[src/rtl/pipe_sel_mux.sv]
// N-way WIDTH-bit selector with a registered output (M) and a 1-word skid register (S).
// Latency: 1 cycle from accept to out_valid when empty; sustains 1 beat/cycle.
// Backpressure: in_ready = occupancy < 2, from registered state only. Macro PIPE_SEL_MUX_ZERO_IDLE_EN zeroes out_data while idle.
module pipe_sel_mux #(
  parameter int               WIDTH       = 32,
  parameter int               NUM_IN      = 4,
  parameter int               SEL_W       = 2,
  parameter logic [WIDTH-1:0] DEFAULT_VAL = '0
) (
  input  logic                    clk,
  input  logic                    reset_n,
  input  logic [NUM_IN*WIDTH-1:0] in_data,
  input  logic [SEL_W-1:0]        sel,
  input  logic                    in_valid,
  output logic                    in_ready,
  input  logic                    flush,
  output logic [WIDTH-1:0]        out_data,
  output logic                    out_valid,
  input  logic                    out_ready,
  output logic                    sel_err,
  input  logic                    err_clr,
  output logic [1:0]              occupancy
);

  logic             m_vld;
  logic [WIDTH-1:0] m_dat;
  logic             s_vld;
  logic [WIDTH-1:0] s_dat;
  logic [WIDTH-1:0] sel_word;
  logic             sel_oor;
  logic             accept;
  logic             drain;

  // Pick the addressed input word; any select with no matching input is out of range.
  always_comb begin
    sel_word = DEFAULT_VAL;
    sel_oor  = 1'b1;
    for (int i = 0; i < NUM_IN; i++) begin
      if (sel == SEL_W'(i)) begin
        sel_word = in_data[i*WIDTH +: WIDTH];
        sel_oor  = 1'b0;
      end
    end
  end

  // S can only be full when M is full, so occupancy is just the sum of the two valids.
  assign occupancy = {1'b0, m_vld} + {1'b0, s_vld};
  assign in_ready  = (occupancy != 2'd2);
  assign accept    = in_valid & in_ready;
  assign drain     = m_vld & out_ready;
  assign out_valid = m_vld;

`ifdef PIPE_SEL_MUX_ZERO_IDLE_EN
  assign out_data = m_vld ? m_dat : '0;
`else
  assign out_data = m_dat;
`endif

  // Two-entry storage: M feeds the output, S absorbs the beat accepted while M is stalled.
  always_ff @(posedge clk or negedge reset_n) begin
    if (!reset_n) begin
      m_vld <= 1'b0;
      m_dat <= '0;
      s_vld <= 1'b0;
      s_dat <= '0;
    end else if (flush) begin
      // Flush discards held beats and any beat offered this cycle; M data is left as-is.
      m_vld <= 1'b0;
      s_vld <= 1'b0;
    end else if (drain) begin
      if (s_vld) begin
        m_dat <= s_dat;
        m_vld <= 1'b1;
        s_vld <= accept;
        if (accept) s_dat <= sel_word;
      end else begin
        m_vld <= accept;
        if (accept) m_dat <= sel_word;
      end
    end else if (accept) begin
      if (!m_vld) begin
        m_dat <= sel_word;
        m_vld <= 1'b1;
      end else begin
        s_dat <= sel_word;
        s_vld <= 1'b1;
      end
    end
  end

  // Sticky out-of-range flag; a new error wins over a clear, and flush does not mask it.
  always_ff @(posedge clk or negedge reset_n) begin
    if (!reset_n) begin
      sel_err <= 1'b0;
    end else if (accept && sel_oor) begin
      sel_err <= 1'b1;
    end else if (err_clr) begin
      sel_err <= 1'b0;
    end
  end

endmodule

[config.mk]
export PLATFORM = sky130hd
export DESIGN_NAME = pipe_sel_mux
export DESIGN_NICKNAME = d
export VERILOG_FILES = /design/src/rtl/pipe_sel_mux.sv
export SDC_FILE = /design/constraint.sdc
export NUM_CORES = 1
export LEC_CHECK = 0
export CORE_UTILIZATION = 47
export CTS_BUF_LIST = sky130_fd_sc_hd__clkbuf_8
export DETAILED_ROUTE_END_ITERATION = 8
export PLACE_DENSITY = 0.95
export SYNTH_ARGS = -nofsm -noshare
export SYNTH_HDL_FRONTEND = slang
export SYNTH_SLANG_ARGS = --single-unit
export TNS_END_PERCENT = 50
[constraint.sdc]
create_clock -name clk -period 2.9 [get_ports clk]
set_input_delay 0.87 -clock clk [delete_from_list [all_inputs] [get_ports clk]]
set_output_delay 0.87 -clock clk [all_outputs]
set_load 0.05 [all_outputs]
==> flow_summary.toml, run 1 <==
[die]
die_area_um2 = 8600
rows = 32
initial_core_util_pct = 49.3
core_um2 = 7850
die_w_um = 92.8
die_h_um = 92.8
ios = 173

[route]
drt-pass1-iter-count = 4
drt_iter0_markers = 78
viasPerCell = 5.47
wirelength_um = 9840
vias = 2788
drcViolationCount = 0
ant_nets = 0
wl_per_cell_um = 19.3

[global_routing]
grt_pass1_vias = 3128
grt-ovfl-total = 0
grt_max_degree = 34
antenna_found_initial = 0
grt_usage_pct = 24.6
grt_first_pass_wirelength_um = 15800

[sta]
tightest_slew_ps = 539
max_slew_margin_pct = 63.9
fmax_mhz = 378
setup_tns_ps = 0
setup_violations = 0
whs_ps = 435
min_period_over_period_pct = 91.1
maxSlewViolCount = 0
finalHoldViolCount = 0
rsz0062_at_grt = "false"
skew_ps = 8.62
fin_crit_ps = 2640
setup_slack_ps = 257

[clock_network]
clockBufferDepth = 2
cts_buffers = 9
cts_setup_buffers = 0
path_clk_slew_ps = 80
hold_buffers = 0
cts_max_level = 3
numClockSinks = 67
insertion_delay_ps = 330
root_buffer = "clkbuf_8"
tritoncts = "built"

[yosys]
netlist_instances = 230
syn-num-nets = 367
syn_area_per_cell_um2 = 16.8
synth-seq-area-share_pct = 43.3
ys_ff_latch = 67
syn_area_um2 = 3870
yosysUniqueCellTypes = 23
ys.warnings.count = 0

[setup_path]
crit_type = "reg -> out"
cp_max_fo = 9
crit_required_ps = 2030
end_kind = "output port"
critPathArrivalTime_ps = 1770
cp-start-kind = "flop"

[power_and_ir_drop]
power_density_nw_per_um2 = 633
power.leakage_nw = 2.46
ir_drop_mv = 0.354

[placement]
dp_hpwl_um = 7280
place_area_um2 = 5670
portBuffers = 172
dp_slack_ps = 305
gp_congestion = 0.745

[finish]
drive_above_1_share_pct = 37.7
seq_area_um2 = 1680
final_cell_mix = "clkdlybuf4s50_1, dfrtp_1, mux2_2"
syn2layout_area_growth_pct = 53.5
fillers = 508
nets = 540
layout.cells.most_common = "clkdlybuf4s50_1"
multi_input_area_um2 = 2040
final_cell_area_um2 = 5940
antenna_cells = 0

[job]
drv_cap = 0

[worst_hold_path]
hp-class = "in -> async"

[outcome]
status = "finished, final reports clean"
[synth_stat cells]
master	instances	area share, %
nand2b_1	2	0.32
nand4b_1	1	0.23
a221oi_2	1	0.39
ha_1	1	0.32
mux2_2	65	19
mux4_1	2	1.4
a21oi_1	2	0.26
buf_12	3	1.6
inv_1	3	0.29
buf_6	4	1.2
nand2_1	1	0.097
clkbuf_1	3	0.29
clkbuf_2	1	0.13
mux2_4	31	12
mux4_2	30	17
nor2_1	1	0.097
o21ai_0	2	0.26
nand3_1	1	0.13
and3b_1	1	0.23
nor2b_1	2	0.32
buf_4	3	0.58
dfrtp_1	67	43
buf_1	3	0.29
[layout make-up]
type                       instances  area share, %
clock inverter                     6           2.29
multi-input combinational        143           34.4
sequential                        67           28.2
tap                              102           2.15
timing repair buffer             179           30.4
clock buffer                      10           2.32
inverter                           3          0.189
[worst max-delay path, stage by stage (launching register included)]
cell and delay, ps:
dfrtp_1 560, ha_1 310, dlygate4sd2_1 560
[final timing paths]
path / startpoint / to / slack, ps / cells past startpoint
max: out_valid / occupancy[1] / 260 / 2
min: reset_n / s_vld / 430 / 1
max reg2reg: out_valid / out_data[26] / 780 / 5
min reg2reg: s_dat[14] / s_dat[14] / 510 / 1
max in group asynchronous: reset_n / s_dat[0] / 1720 / 2
min in group clk: s_dat[14] / s_dat[14] / 510 / 1
[per-layer routing]
metal  part of all wire [%]  up-vias  GRT usage (%)
met1                     36     1419           26.8
met3                    7.6       10           6.57
met2                     55      124           45.7
met5                      0        -              0
met4                    1.2        0           8.85
li1                       -     1235              -
[where the power goes]
part           internal [mW]  total (mW)  switching [mW]
Sequential              1.19        1.34           0.151
Clock                  0.683        1.04           0.357
Combinational          0.713        1.38           0.667
Total                   2.59        3.76            1.18
[cells by family after synthesis]
kind of cell,share of synthesized area (%)
AOI/OAI and AO/OA,0.905
adders and majority gates,0.323
muxes,49.7
DFF,43.3
and+or+nand+nor,1.42
buffers and inverters,4.30
[state kept, by name, summed over array words and instances, names as in the netlist]
signal and cells:
out_data 32, s_dat 32, out_valid 1, s_vld 1, sel_err 1
[stage by stage]
| step | utilization [%] | cells | total power, mW |
|---|---|---|---|
| floorplan | - | 230 | 2.19 |
| global placement | 72.2 | 494 | 2.67 |
| detailed placement | 72.2 | 494 | 2.74 |
| CTS | 75.7 | 510 | 3.79 |
| global route | 75.7 | 510 | 3.92 |
| finish | 75.7 | 510 | 3.76 |
[what timing repair did]
| action | CTS | global route |
|---|---|---|
| setup endpoints to repair | 2 | 1 |
| endpoints found under the hold margin | 0 | 0 |
| resized for setup | 2 | 1 |
No activity file was read; power rests on OpenSTA's default activity.
==> run 2: changes to the inputs <==
CTS_CLUSTER_SIZE = 30   (was default)
==> results of run 2 <==
No change in the layout: final DEF, timing and power equal those of run 1.
==> variant 1, RTL diff (config.mk and constraints of run 2) <==
Put one more register stage on the output `sel_err`, without a reset. The value now appears one clock later. The other outputs are not delayed to match.
--- a/src/rtl/pipe_sel_mux.sv
+++ b/src/rtl/pipe_sel_mux.sv
@@ -23,2 +23,4 @@
 );
+
+  logic sel_err_s0;
 
@@ -93,8 +95,12 @@
     if (!reset_n) begin
-      sel_err <= 1'b0;
+      sel_err_s0 <= 1'b0;
     end else if (accept && sel_oor) begin
-      sel_err <= 1'b1;
+      sel_err_s0 <= 1'b1;
     end else if (err_clr) begin
-      sel_err <= 1'b0;
+      sel_err_s0 <= 1'b0;
     end
+  end
+
+  always_ff @(posedge clk) begin
+    sel_err <= sel_err_s0;
   end
Behaviour: same outputs for any inputs over 4 cycles, from zero or initial values and one cycle with reset_n low; that may be too few to reach the edited logic, so the function may still have changed.
==> variant 1 against run 2 <==
  * Routed wire length decreased by 1.2%
  * Global-route usage decreased by 0.43 points
  * Fmax increased by 0.27%
  * Clock power decreased by 26%
  * Area after synthesis increased by 0.52%
  * Total power decreased by 7.0%
  * Sequential share of layout area increased by 0.46 points
  * Final cell count unchanged
  * Largest cell class unchanged
  * Setup slack improved by 0.0072 ns
  * Largest power group unchanged
  * Sequential cell count increased by 1
  * Design area decreased by 0.44%
  * Non-clock buffer count decreased by 1
  * Die area increased by 0.51%
==> variant 1: results (changes against run 2) <==
ys async rst share 98.5% (was 100%); n_diodes 0 (unchanged); CTS buffer count 9 (unchanged); gr usage total 24.2% (was 24.6%); Detail Placement HPWL 7100 microns (was 7280 microns); main combinational cell family by area after synthesis multiplexers (unchanged); DP Area 5710 sq um (was 5670 sq um); total number of vias 2825 (was 2788); Crit path largest cell delay 0.88 ns (was 0.56 ns); Synth Warn # 0 (unchanged); first-pass GRT wire length 15800 microns (about the same); H-tree levels 3 (unchanged); delay-heaviest family, CP buffers and inverters (was flip-flops); NumNets Final 540 (unchanged); pin count of the biggest net entering global routing 45 (was 34); CTS root buffer clkbuf_8 (unchanged); placed insts 494 (unchanged); final wirelength 9720 microns (was 9840 microns); count of cell types in the netlist 24 (was 23); Non-Filler Instances 510 (unchanged); Bufs on Longest Clock Path 2 (unchanged); initial antenna violation count 0 (unchanged); Seq/Total Area, Yosys 43.6% (was 43.3%); HP Class reg -> reg (was in -> async); clk slew on worst S/H paths 0.08 ns (about the same); mux contribution to synthesized area 49.5% (was 49.7%); Worst Clk Skew 0.00664 ns (was 0.00862 ns); routability cong. 0.743 (was 0.745); share of layout cells above drive strength 1 37.3% (was 37.7%); Synth Net Count 368 (was 367); Synth Area in Compound Gates 0.900% (was 0.905%); Buffers on Ports 172 (unchanged); Max FO, Critical Path 9 (unchanged); Mapped Cells 231 (was 230); Routed Antenna Nets 0 (unchanged); vias in the first global route 3169 (was 3128); Final Hold Slack 0.385 ns (was 0.435 ns); outcome finished clean (unchanged); xor and xnor area share after synthesis 0% (unchanged); Fin Setup TNS 0 ns (unchanged); Worst path slowest cell clkdlybuf4s50_1 (was dfrtp_1); commonest cells in the netlist dfrtp_1, mux2_2, mux2_4 (unchanged); Worst VDD drop 0.288 mV (was 0.354 mV); Synth Area in Adders 0.322% (was 0.323%); Least-Margin Pin Slew 0.583 ns (was 0.539 ns); Pleak 2.44 nW (was 2.46 nW); Setup WS pre-CTS 0.264 ns (was 0.305 ns); Period minus WS final 2.64 ns (about the same); Worst Path Arrival 1.77 ns (about the same); DRT iter0 DRCs 61 (was 78); worst skew pair latency around 0.34 ns; drt first pass iters 4 (unchanged); synth top area cells dfrtp_1, mux2_2, mux4_2 (unchanged); reg-to-reg setup timing slack 0.81 ns (was 0.78 ns)
==> variant 1: final cells by class <==
type	count	area [sq um]
Multi-Input combinational cell	143	2040
Fill cell	521	1930
Timing Repair Buffer	178	1840
Sequential cell	68	1700
Clock buffer	10	138
Tap cell	102	128
Clock inverter	6	63.8
Inverter	3	11.3
==> variant 1: repair_timing <==
item	4_1_cts	5_1_grt
endpoints found under the setup margin	2	2
resized for setup	1	2
setup buffers	0	0
==> variant 1: metal layers <==
| metal | routed length (microns) | share of wire (%) | global-route usage [%] | vias up |
|---|---|---|---|---|
| met5 | 0 | 0 | 0 | - |
| met4 | 212 | 2.2 | 9.23 | 0 |
| met3 | 666 | 6.9 | 5.20 | 18 |
| met2 | 5000 | 51 | 43.1 | 127 |
| met1 | 3840 | 39 | 28.6 | 1444 |
| li1 | - | - | - | 1236 |
==> variant 1: power by group <==
| part | switching (W) | leakage, nW | internal [W] |
|---|---|---|---|
| clock network | 0.000355 | 0.0983 | 0.000418 |
| logic | 0.000662 | 1.53 | 0.000716 |
| registers | 0.000143 | 0.814 | 0.00120 |
==> variant 1: final timing paths <==
check	from	end	cells after the start
setup / recovery	out_valid$_DFFE_PN0P_	out_valid	1
hold / removal	sel_err_s0$_DFFE_PN0P_	sel_err$_DFF_P_	0
setup reg to reg	out_valid$_DFFE_PN0P_	out_data[26]$_DFFE_PN0P_	5
hold reg to reg	sel_err_s0$_DFFE_PN0P_	sel_err$_DFF_P_	0
max in group asynchronous	reset_n	out_data[8]$_DFFE_PN0P_	2
min in group asynchronous	reset_n	s_vld$_DFFE_PN0P_	1
==> variant 1: kinds of logic after synthesis <==
| group | after synthesis |
|---|---|
| fa+ha+maj | 1 |
| buf+inv | 20 |
| compound gates | 5 |
| flops | 68 |
| simple gates | 9 |
| mux | 128 |
==> variant 2, RTL diff (config.mk and constraints of run 2) <==
Made on the original files. `SEL_W`: 2 -> 3.
--- a/src/rtl/pipe_sel_mux.sv
+++ b/src/rtl/pipe_sel_mux.sv
@@ -6,3 +6,3 @@
   parameter int               NUM_IN      = 4,
-  parameter int               SEL_W       = 2,
+  parameter int               SEL_W       = 3,
   parameter logic [WIDTH-1:0] DEFAULT_VAL = '0
Interface: changed (resized sel); port bits go from 173 to 174. The function was not compared with the original's and may differ.
==> variant 2 against run 2 <==
  * Area after synthesis is 21% higher
  * Total power decreased by 11%
  * Setup slack better by 0.13 ns
  * Global-route usage increased by 3.3 points
  * Register-to-register slack improved by 0.05 ns
  * Sequential cell count unchanged
  * Utilization shrank 6.7 points
  * Design area grew 13%
  * First-iteration DRC count rose to 3.2 times the old value
  * Routed wire length rose by 45%
  * Clock power is 15% lower
==> variant 2: results (changes against run 2) <==
crit share post-route 86.8% (was 91.1%); Final Hold Slack 0.499 ns (was 0.435 ns); Synth Net Count 562 (was 367); Least-Margin Pin Slew 1.14 ns (was 0.539 ns); Setup WS pre-CTS 0.0481 ns (was 0.305 ns); routability cong. 0.782 (was 0.745); Seq/Total Area, Yosys 35.8% (was 43.3%); Worst Path Arrival 2.79 ns (was 1.77 ns); Detail Placement HPWL 10200 microns (was 7280 microns); ys async rst share 100% (unchanged); gr usage total 27.9% (was 24.6%); Critical Path End out_data[27]$_DFFE_PN0P_ (was occupancy[1]); Pleak 2.66 nW (was 2.46 nW); Synth Area per Inst 11.0 sq um (was 16.8 sq um); Worst VDD drop 0.279 mV (was 0.354 mV); worst r2r dst s_dat[21]$_DFFE_PN0P_ (was out_data[26]$_DFFE_PN0P_); count of cell types in the netlist 40 (was 23); outcome finished clean (unchanged); Max FO, Critical Path 18 (was 9); share of layout cells above drive strength 1 17.2% (was 37.7%); total number of vias 4475 (was 2788); delay-heaviest family, CP simple AND/OR/NAND/NOR gates (was flip-flops); vias per cell 6.28 (was 5.47); DRT iter0 DRCs 250 (was 78); worst skew pair latency 0.36 ns (was 0.33 ns); WL per Instance 20.0 microns (was 19.3 microns); Worst Clk Skew 0.00923 ns (was 0.00862 ns); commonest cells in the netlist dfrtp_1, mux2i_1, mux2_2 (was dfrtp_1, mux2_2, mux2_4); DP Area 6490 sq um (was 5670 sq um); Critical R2R Launch s_vld$_DFFE_PN0P_ (was out_valid$_DFFE_PN0P_); reg-to-reg setup timing slack 0.83 ns (was 0.78 ns); drt first pass iters 5 (was 4); post-CTS resize count 0 (was 2); NumNets Final 713 (was 540); first-pass GRT wire length 22200 microns (was 15800 microns); pin count of the biggest net entering global routing 68 (was 34)
==> variant 2: power by group through the flow <==
stage                     clock network, W  logic, W  registers [W]
after floorplan                          0  0.000513        0.00147
after global placement                   0   0.00120        0.00124
after detailed placement                 0   0.00123        0.00125
after CTS                         0.000885   0.00124        0.00123
after global routing              0.000940   0.00131        0.00126
final                             0.000882   0.00124        0.00124
==> variant 2: metal layers <==
layer  wire length [microns]  vias to the layer above  track usage [%]
li1                        -                     2012                -
met1                    5420                     2209             31.8
met2                    7410                      228             51.0
met3                    1160                       26             6.36
met4                     277                        0             10.2
met5                       0                        -                0
==> variant 2: cell families after synthesis <==
group	after synthesis	share of synthesized area [%]
compound gates	134	24.4
fa+ha+maj	1	0.267
buf+inv	76	8.09
flops	67	35.8
mux	96	22.9
simple gates	50	8.57
==> variant 2: cell type report <==
type,count,area [sq um]
clock buffer,9,124
clock inverter,7,101
fill,702,3010
inverter,20,75.1
multi-input combinational,281,2640
sequential,67,1680
tap,133,166
timing repair buffer,196,1930
